===== config.mk =====
export PLATFORM = sky130hd
export DESIGN_NAME = piso_serializer
export DESIGN_NICKNAME = d
export VERILOG_FILES = /design/src/rtl/serial_link_pkg.sv /design/src/rtl/piso_serializer.sv
export SDC_FILE = /design/constraint.sdc
export NUM_CORES = 1
export LEC_CHECK = 0
export BUFFER_PORTS_ARGS = -buffer_cell sky130_fd_sc_hd__buf_2
export CORE_MARGIN = 2
export CORE_UTILIZATION = 51
export DETAILED_ROUTE_END_ITERATION = 16
export PLACE_DENSITY = 0.76
export SYNTH_ARGS = -nofsm -noshare
export SYNTH_HDL_FRONTEND = slang
export SYNTH_SLANG_ARGS = --single-unit

===== constraint.sdc =====
create_clock -name i_CLK -period 1.55 [get_ports i_CLK]
set_input_delay 0.31 -clock i_CLK [delete_from_list [all_inputs] [get_ports i_CLK]]
set_output_delay 0.31 -clock i_CLK [all_outputs]
set_load 0.01 [all_outputs]

===== src/rtl/serial_link_pkg.sv =====
// Shared definitions for the enable-gated serial link (state encoding, counter sizing).
package serial_link_pkg;

   localparam logic ST_IDLE  = 1'b0;
   localparam logic ST_SHIFT = 1'b1;

   // Bit-counter width for a word of w bits; never narrower than one bit.
   function automatic int cnt_width(input int w);
      int r;
      r = $clog2(w);
      if (r < 1) r = 1;
      return r;
   endfunction

endpackage


===== src/rtl/piso_serializer.sv =====
// Parallel-in/serial-out transmitter: valid/ready load, one bit per enabled cycle,
// registered one-cycle done pulse on the first IDLE cycle after the last bit.
//
//   state    | meaning
//   ST_IDLE  | ready for a word, serial outputs parked low
//   ST_SHIFT | word captured, one bit leaves per cycle with i_EN=1
module piso_serializer
   import serial_link_pkg::*;
#(
   parameter int WIDTH     = 10,
   parameter bit LSB_FIRST = 1'b1
) (
   input  logic             i_CLK,
   input  logic             i_RST,
   input  logic             i_EN,
   input  logic [WIDTH-1:0] i_DATA,
   input  logic             i_VALID,
   output logic             o_READY,
   output logic             o_SO,
   output logic             o_SO_EN,
   output logic             o_BUSY,
   output logic             o_DONE
);

   localparam int CNT_W = cnt_width(WIDTH);
   localparam logic [CNT_W-1:0] CNT_LAST = CNT_W'(WIDTH - 1);

   logic             state_q, state_d;
   logic [WIDTH-1:0] sreg_q, sreg_d;
   logic [CNT_W-1:0] cnt_q, cnt_d;
   logic             done_q, done_d;

   always_ff @(posedge i_CLK) begin
      if (i_RST) begin
         state_q <= ST_IDLE;
         sreg_q  <= '0;
         cnt_q   <= '0;
         done_q  <= 1'b0;
      end else begin
         state_q <= state_d;
         sreg_q  <= sreg_d;
         cnt_q   <= cnt_d;
         done_q  <= done_d;
      end
   end

   always_comb begin
      state_d = state_q;
      sreg_d  = sreg_q;
      cnt_d   = cnt_q;
      done_d  = 1'b0;
      if (state_q == ST_IDLE) begin
         if (i_VALID) begin
            sreg_d  = i_DATA;
            cnt_d   = '0;
            state_d = ST_SHIFT;
         end
      end else begin
         if (i_EN) begin
            // Shift toward whichever end feeds o_SO; vacated bits fill with zero.
            if (LSB_FIRST) sreg_d = {1'b0, sreg_q[WIDTH-1:1]};
            else           sreg_d = {sreg_q[WIDTH-2:0], 1'b0};
            if (cnt_q == CNT_LAST) begin
               state_d = ST_IDLE;
               cnt_d   = '0;
               done_d  = 1'b1;
            end else begin
               cnt_d = cnt_q + CNT_W'(1);
            end
         end
      end
   end

   always_comb begin
      o_READY = 1'b0;
      o_BUSY  = 1'b0;
      o_SO    = 1'b0;
      o_SO_EN = 1'b0;
      o_DONE  = done_q;
      if (state_q == ST_IDLE) begin
         o_READY = 1'b1;
      end else begin
         o_BUSY  = 1'b1;
         o_SO    = LSB_FIRST ? sreg_q[0] : sreg_q[WIDTH-1];
         o_SO_EN = i_EN;
      end
   end

endmodule

After elaboration in Yosys (flattened, before gate mapping). Cells that the tools add are included.

Bits in read-only memories: 0. Register bits after elaboration: 16. Memories kept: 0. Output and inout port bits: 5. RAM bits: 0. Latch bits: 0.

Bitwise logic cells: 2. Reductions and logical operators: 3. Multiply operators: 0. Add/subtract/negate cells: 1. Muxes and demuxes: 16. Shift operators: 0. Div/mod/pow operators: 0. Equality and inequality tests: 2. $lt $le $gt $ge: 0.

Operators by type and width (number): two-way mux 10 bit (3); two-way mux 4 bit (4); two-way mux 1 bit (9); adder 4 x 1 -> 4 bit, second input constant (1); equality test 4 bit, second input constant (1); OR reduction 3 bit (1); != test 2 bit, second input constant (1); NOT 1 bit (2); AND reduction 2 bit (1); nonzero test 2 bit (1).

Longest topological paths before layout. Gate-level depths: netlist (run 1).

Depth after elaboration: 4. Mapped depth: 5. Mapped depth without buffers: 5.

Worst setup path after synthesis (run 1). Ideal clock, no wire load.

Kind: reg-to-output. Start point: register state_q. End point: output o_SO. Arrival time: 933 ps. Cell stages (with the launch flop): 4. Path slack: 307 ps. Path through: dfxtp_1 buf_6 buf_2 and2_1.

Cells in the longest elaborated chain, start to end: 1.

Ends and longest elaborated chain: start, declared (RTL line piso_serializer.sv:28) `logic state_q, state_d;`; start signal, assigned (RTL line piso_serializer.sv:40) `state_q <= state_d;`; two-way mux 1 bit (RTL line piso_serializer.sv:80) `if (state_q == ST_IDLE) begin`; end, declared (RTL line piso_serializer.sv:19) `output logic o_SO,`.

Every way passes these cells.

Worst setup path in the final report (run 1). Ends and elaborated chain as after synthesis.

==> results.sh, run 1 <==
export IMPL_synthTopCellsByArea="dfxtp_1 39%, a211oi_2 14%, mux2i_1 12%"
export IMPL_n_antenna_cell=0
export IMPL_crit_path_max_incr_delay_ns=0.43
export IMPL_tns_ns=0
export IMPL_pwr_share_seq_pct=51.6
export IMPL_drv_cap=0
export IMPL_numCtsBuffers=3
export IMPL_finalHoldViolations=0
export IMPL_yosysSeqAreaShare_pct=39.2
export IMPL_power_net_switching_uw=226
export IMPL_synth_top_cells_by_count="16 x dfxtp_1, 11 x nor2_1, 10 x mux2i_1"
export IMPL_final_max_slew_viol_count=0
export IMPL_sw_frac_of_total_pct=25.7
export IMPL_place_congestion=0.722
export IMPL_drive_above_1_share_pct=39.8
export IMPL_hp_class="primary input to register"
export IMPL_status="complete, no violations"
export IMPL_firstDrtPassIters=3
export IMPL_r2r_setup_slack_ns=0.25
export IMPL_synth_most_common_cell="dfxtp_1"
export IMPL_path_cells="buf_4 -> and2_1 -> buf_2"
export IMPL_dr_total_vias=602
export IMPL_routedWlPerCell_um=11.3
export IMPL_yosysWarnings=0
export IMPL_cp_slowest_cell="dfxtp_1"
export IMPL_finalCriticalPeriod_ns=1.43
export IMPL_cp_num_buf_inv=2
export IMPL_async_flop_share_pct=0
export IMPL_min_to="sreg_q[9]"
export IMPL_cts_max_path_buffers=2
export IMPL_finalCritPeriodShare_pct=92.5
export IMPL_min_from="i_DATA[9]"
export IMPL_boundaryPins=19
export IMPL_reg2reg_from="cnt_q[1]"
export IMPL_synth_flop_cell="dfxtp_1"
export IMPL_placementRows=14
export IMPL_cp_end_kind="primary output"
export IMPL_placed_area_um2=902
export IMPL_start_kind="register"
export IMPL_postLayoutCellArea_um2=941
export IMPL_avgSynthCellArea_um2=10.3
export IMPL_min_path_cells=3
export IMPL_antenna_left=0
export IMPL_post_cts_resized=0
export IMPL_cts_tree="done"
export IMPL_drtIter0Drc=5
export IMPL_rr_worst_depth=5
export IMPL_cts_max_level=1
export IMPL_syn_instance_count=79
export IMPL_clock_sinks=16
export IMPL_globalRouteOverflowTotal=0
export IMPL_ir_drop_mv=0.532
export IMPL_clkTransAtPathRegs_ns=0.09
export IMPL_grt_pass1_wl_um=2250
export IMPL_clock_latency_ns=0.28
export IMPL_cts_root_buf="clkbuf_4"
export IMPL_synth_edff_count=0
export IMPL_cts_hold_buf=0
export IMPL_p_int_uw=653
export IMPL_grt_max_degree=21
export IMPL_critPathTopFamily="flip-flops"
export IMPL_netlist_area_um2=817
export IMPL_fmax_mhz=697
export IMPL_fin_worst_skew_ns=0.000959
export IMPL_tightest_slew_ns=0.309
export IMPL_pwr_share_clk_pct=30.9
export IMPL_area_delta_synth_final_pct=15.2
export IMPL_relSlewSlack_pct=79.3
export IMPL_dp_cells=110
export IMPL_finalSetupViolCount=0
export IMPL_die_area_mm2=0.00194
export IMPL_worstSetupPathType="register to primary output"
export IMPL_rsz0062_at_grt="no"
export IMPL_routed_wl_um=1280
export IMPL_drc=0
export IMPL_power_density_mw_per_mm2=935
export IMPL_grt_total_usage_pct=15.4
export IMPL_final_fill_count=122
export IMPL_critical_path_peak_fanout=5
export IMPL_coreArea_mm2=0.00151
export IMPL_initial_core_util_pct=54.2
export IMPL_final_cell_count_no_fill=114
export IMPL_syn_num_nets=95
export IMPL_die_y_um=44.0
export IMPL_antenna_found_initial=0
export IMPL_ys_ff_latch=16
export IMPL_reg2reg_to="cnt_q[0]"
export IMPL_synth_largest_area_cell="dfxtp_1"
export IMPL_synth_top_area_share_pct=39.2
export IMPL_grt_pass1_vias=579
export IMPL_critPathRequiredTime_ns=1.24
export IMPL_p_leak_nw=0.418
export IMPL_post_cts_buffers=0
export IMPL_crit_arrival_ns=1.12
export IMPL_fin_nets=115
export IMPL_port_buffers=18
export IMPL_synth_distinct_cells=27
export IMPL_whs_ns=0.291
export IMPL_fp_dieW_um=44.0
export IMPL_pwr_share_comb_pct=17.4
export IMPL_dpl_hpwl_um=1010
export IMPL_vias_per_cell=5.28
-- per-layer routing --
layer	wire length, um	global-route usage, %	vias to the layer above
li1	-	-	321
met1	579	18.2	269
met2	641	27.1	8
met3	42	2.45	4
met4	21	7.27	0
met5	0	0	-
-- power by group through the flow --
stage / sequential, mW / combinational [mW] / clock, mW
after CTS: 0.454 / 0.155 / 0.280
after floorplan: 0.460 / 0.127 / 0
after detailed placement: 0.464 / 0.155 / 0
final: 0.454 / 0.153 / 0.272
after global placement: 0.462 / 0.152 / 0
after global routing: 0.458 / 0.171 / 0.302
-- cells by family after synthesis --
group / Yosys count / synth area share (%)
compound gates: 15 / 19.9
mux: 12 / 15.5
fa+ha+maj: 2 / 3.06
flops: 16 / 39.2
buf+inv: 11 / 8.12
simple gates: 23 / 14.2
-- how the worst max path moves through the flow --
stage                         from  slack, ns  cells after the start       end
after global routing       state_q       0.05                      3      o_SO
after global placement    cnt_q[1]       0.30                      5  cnt_q[0]
final                      state_q       0.12                      3      o_SO
after CTS                  state_q       0.12                      3   o_SO_EN
after floorplan            state_q       0.31                      3      o_SO
after detailed placement  cnt_q[1]       0.25                      5  cnt_q[0]
-- state kept, by name, summed over array words and instances (netlist names) --
| signal | cells |
|---|---|
| sreg_q | 10 |
| o_DONE | 1 |
| cnt_q | 4 |
| state_q | 1 |
-- cell type report --
type	count	area (um2)	area share [%]
Clock buffer	4	36.3	3.86
Inverter	5	18.8	1.99
Timing Repair Buffer	21	113	12.0
Multi-Input combinational cell	52	433	46.0
Sequential cell	16	320	34.0
Tap cell	16	20.0	2.13
-- metrics by stage --
step                power [mW]  utilization [%]  setup WS [ns]
floorplan                0.587                -          0.307
global placement         0.614             59.9          0.301
detailed placement       0.619             59.9          0.249
CTS                      0.890             62.3          0.120
global route             0.930             62.5         0.0459
finish                   0.880             62.5          0.116
-- worst register-to-register path, stage by stage, from the launching register on --
cell and delay [ns]:
dfxtp_1 0.38, inv_1 0.06, ha_1 0.18, and3b_1 0.17
nor3_1 0.25, mux2_2 0.21
-- cells in the final DEF, fill, tap and decap left out, types with 2 or more instances in the layout --
| cell type | Yosys | final |
|---|---|---|
| buf_2 | 2 | 18 |
| dfxtp_1 | 16 | 16 |
| nor2_1 | 11 | 11 |
| mux2i_1 | 10 | 10 |
| a211oi_2 | 9 | 9 |
| inv_1 | 5 | 5 |
| clkbuf_4 | 0 | 3 |
| buf_4 | 0 | 3 |
| nor3_1 | 2 | 2 |
| ha_1 | 2 | 2 |
No activity file was read; power rests on OpenSTA's default activity.
==> inputs of run 2 (changes only) <==
--- a/config.mk
+++ b/config.mk
@@ -10,6 +10,7 @@
 export CORE_UTILIZATION = 51
 export DETAILED_ROUTE_END_ITERATION = 16
 export PLACE_DENSITY = 0.76
+export RECOVER_POWER = 50
 export SYNTH_ARGS = -nofsm -noshare
 export SYNTH_HDL_FRONTEND = slang
 export SYNTH_SLANG_ARGS = --single-unit
==> run 2 against run 1 <==
Non-clock buffer count unchanged. Die area unchanged. Sequential power about the same. Clock-buffer cell count unchanged. Clock skew about the same. Global-route usage unchanged. Final cell count unchanged. First-iteration DRC count unchanged. Highest routed layer unchanged.
==> results.sh, run 2 (synthesis gave the netlist of run 1 again) <==
export IMPL_top_regs="sreg_q: 10 flops, cnt_q: 4 flops"
export IMPL_drtIter0Drc=5
export IMPL_firstDrtPassIters=3
export IMPL_reg2reg_from="state_q"
export IMPL_reg2reg_to="cnt_q[2]"
export IMPL_port_buffers=18
export IMPL_drive_above_1_share_pct=38.8
export IMPL_start_kind="register"
export IMPL_cts_tree="done"
export IMPL_dpl_hpwl_um=1010
export IMPL_power_density_mw_per_mm2=938
export IMPL_post_cts_resized=0
export IMPL_initial_core_util_pct=54.2
export IMPL_finalSetupViolCount=0
export IMPL_rsz0062_at_grt="no"
export IMPL_clock_latency_ns=0.28
export IMPL_multiInputGateArea_um2=429
export IMPL_power_total_uw=878
export IMPL_ir_drop_mv=0.534
export IMPL_cts_max_level=1
export IMPL_boundaryPins=19
export IMPL_fin_nets=115
export IMPL_finalCritPeriodShare_pct=91.4
export IMPL_min_from="i_DATA[9]"
export IMPL_largest_reg_flops=10
export IMPL_vias_per_cell=5.28
export IMPL_die_area_mm2=0.00194
export IMPL_area_delta_synth_final_pct=14.5
export IMPL_grt_pass1_wl_um=2250
export IMPL_rr_worst_depth=3
export IMPL_grt_total_usage_pct=15.4
export IMPL_antenna_found_initial=0
export IMPL_fin_worst_skew_ns=0.000839
export IMPL_routedWlPerCell_um=11.3
export IMPL_grt_max_degree=21
export IMPL_cts_hold_buf=0
export IMPL_layout_common_cells="17 x buf_2, 16 x dfxtp_1, 11 x nor2_1"
export IMPL_tightest_slew_ns=0.469
export IMPL_crit_arrival_ns=1.11
export IMPL_place_congestion=0.722
export IMPL_final_fill_count=122
export IMPL_cts_root_buf="clkbuf_4"
export IMPL_finalCriticalPeriod_ns=1.42
export IMPL_grt_pass1_vias=579
export IMPL_hp_class="primary input to register"
export IMPL_seqCellArea_um2=320
export IMPL_fin_util_pct=62.1
export IMPL_n_antenna_cell=0
export IMPL_drc=0
export IMPL_critPathLaunch="state_q"
export IMPL_critPathRequiredTime_ns=1.24
export IMPL_relSlewSlack_pct=68.7
export IMPL_fp_dieW_um=44.0
export IMPL_finalHoldViolations=0
export IMPL_placed_area_um2=902
export IMPL_worstSetupPathType="register to primary output"
export IMPL_dr_total_vias=602
export IMPL_fmax_mhz=706
export IMPL_regMostFlops="sreg_q"
export IMPL_whs_ns=0.291
export IMPL_clock_sinks=16
export IMPL_routed_wl_um=1290
export IMPL_tns_ns=0
export IMPL_final_max_slew_viol_count=0
export IMPL_min_to="sreg_q[9]"
export IMPL_r2r_setup_slack_ns=0.16
export IMPL_critical_path_peak_fanout=5
export IMPL_p_leak_nw=0.409
export IMPL_status="complete, no violations"
export IMPL_cp_end_kind="primary output"
export IMPL_drv_cap=0
export IMPL_final_common_cell="buf_2"
export IMPL_globalRouteOverflowTotal=0
export IMPL_numCtsBuffers=3
export IMPL_post_cts_buffers=0
export IMPL_placementRows=14
export IMPL_die_y_um=44.0
export IMPL_coreArea_mm2=0.00151
export IMPL_min_path_cells=3
export IMPL_postLayoutCellArea_um2=936
export IMPL_clkTransAtPathRegs_ns=0.09
export IMPL_antenna_left=0
export IMPL_cts_max_path_buffers=2
==> run 2: cell types whose count changed in the layout (fill, tap and decap cells not counted), sizes merged <==
cell / before / now
buf: 21 / 20
clkbuf: 4 / 5
==> run 2: critical path, cell delays in order (launching register included) <==
cell and delay (ns):
dfxtp_1 0.42, buf_4 0.17, and2_1 0.12, buf_2 0.12
==> run 2: per-stage QoR <==
step,worst slack (ns),cells
after CTS,0.120,114
final,0.133,114
after detailed placement,0.249,110
after floorplan,0.307,79
after global placement,0.301,110
after global routing,0.0625,114
==> run 2: how the worst max path moves through the flow <==
stage / endpoint / slack (ns)
floorplan: o_SO / 0.31
global route: o_SO / 0.06
CTS: o_SO_EN / 0.12
finish: o_SO / 0.13
detailed placement: cnt_q[0] / 0.25
global placement: cnt_q[0] / 0.30
==> run 2: power by group <==
part	total, mW	switching, mW	internal [mW]	leakage (nW)
logic	0.152	0.0809	0.0710	0.257
clock network	0.272	0.129	0.143	0.0210
registers	0.454	0.0159	0.438	0.132
total	0.878	0.226	0.652	0.409
==> run 2: area by class of cell <==
class / instances / share of cell area, %
Multi-Input combinational cell: 52 / 45.9
Inverter: 5 / 2.01
Sequential cell: 16 / 34.2
Tap cell: 16 / 2.14
Clock buffer: 4 / 3.88
Timing Repair Buffer: 21 / 11.9
==> run 2: routing by layer <==
| metal | global-route usage [%] | vias up | wire length (um) |
|---|---|---|---|
| met5 | 0 | - | 0 |
| met4 | 7.27 | 0 | 21 |
| met3 | 2.45 | 4 | 42 |
| met2 | 27.1 | 8 | 638 |
| met1 | 18.2 | 269 | 589 |
| li1 | - | 321 | - |
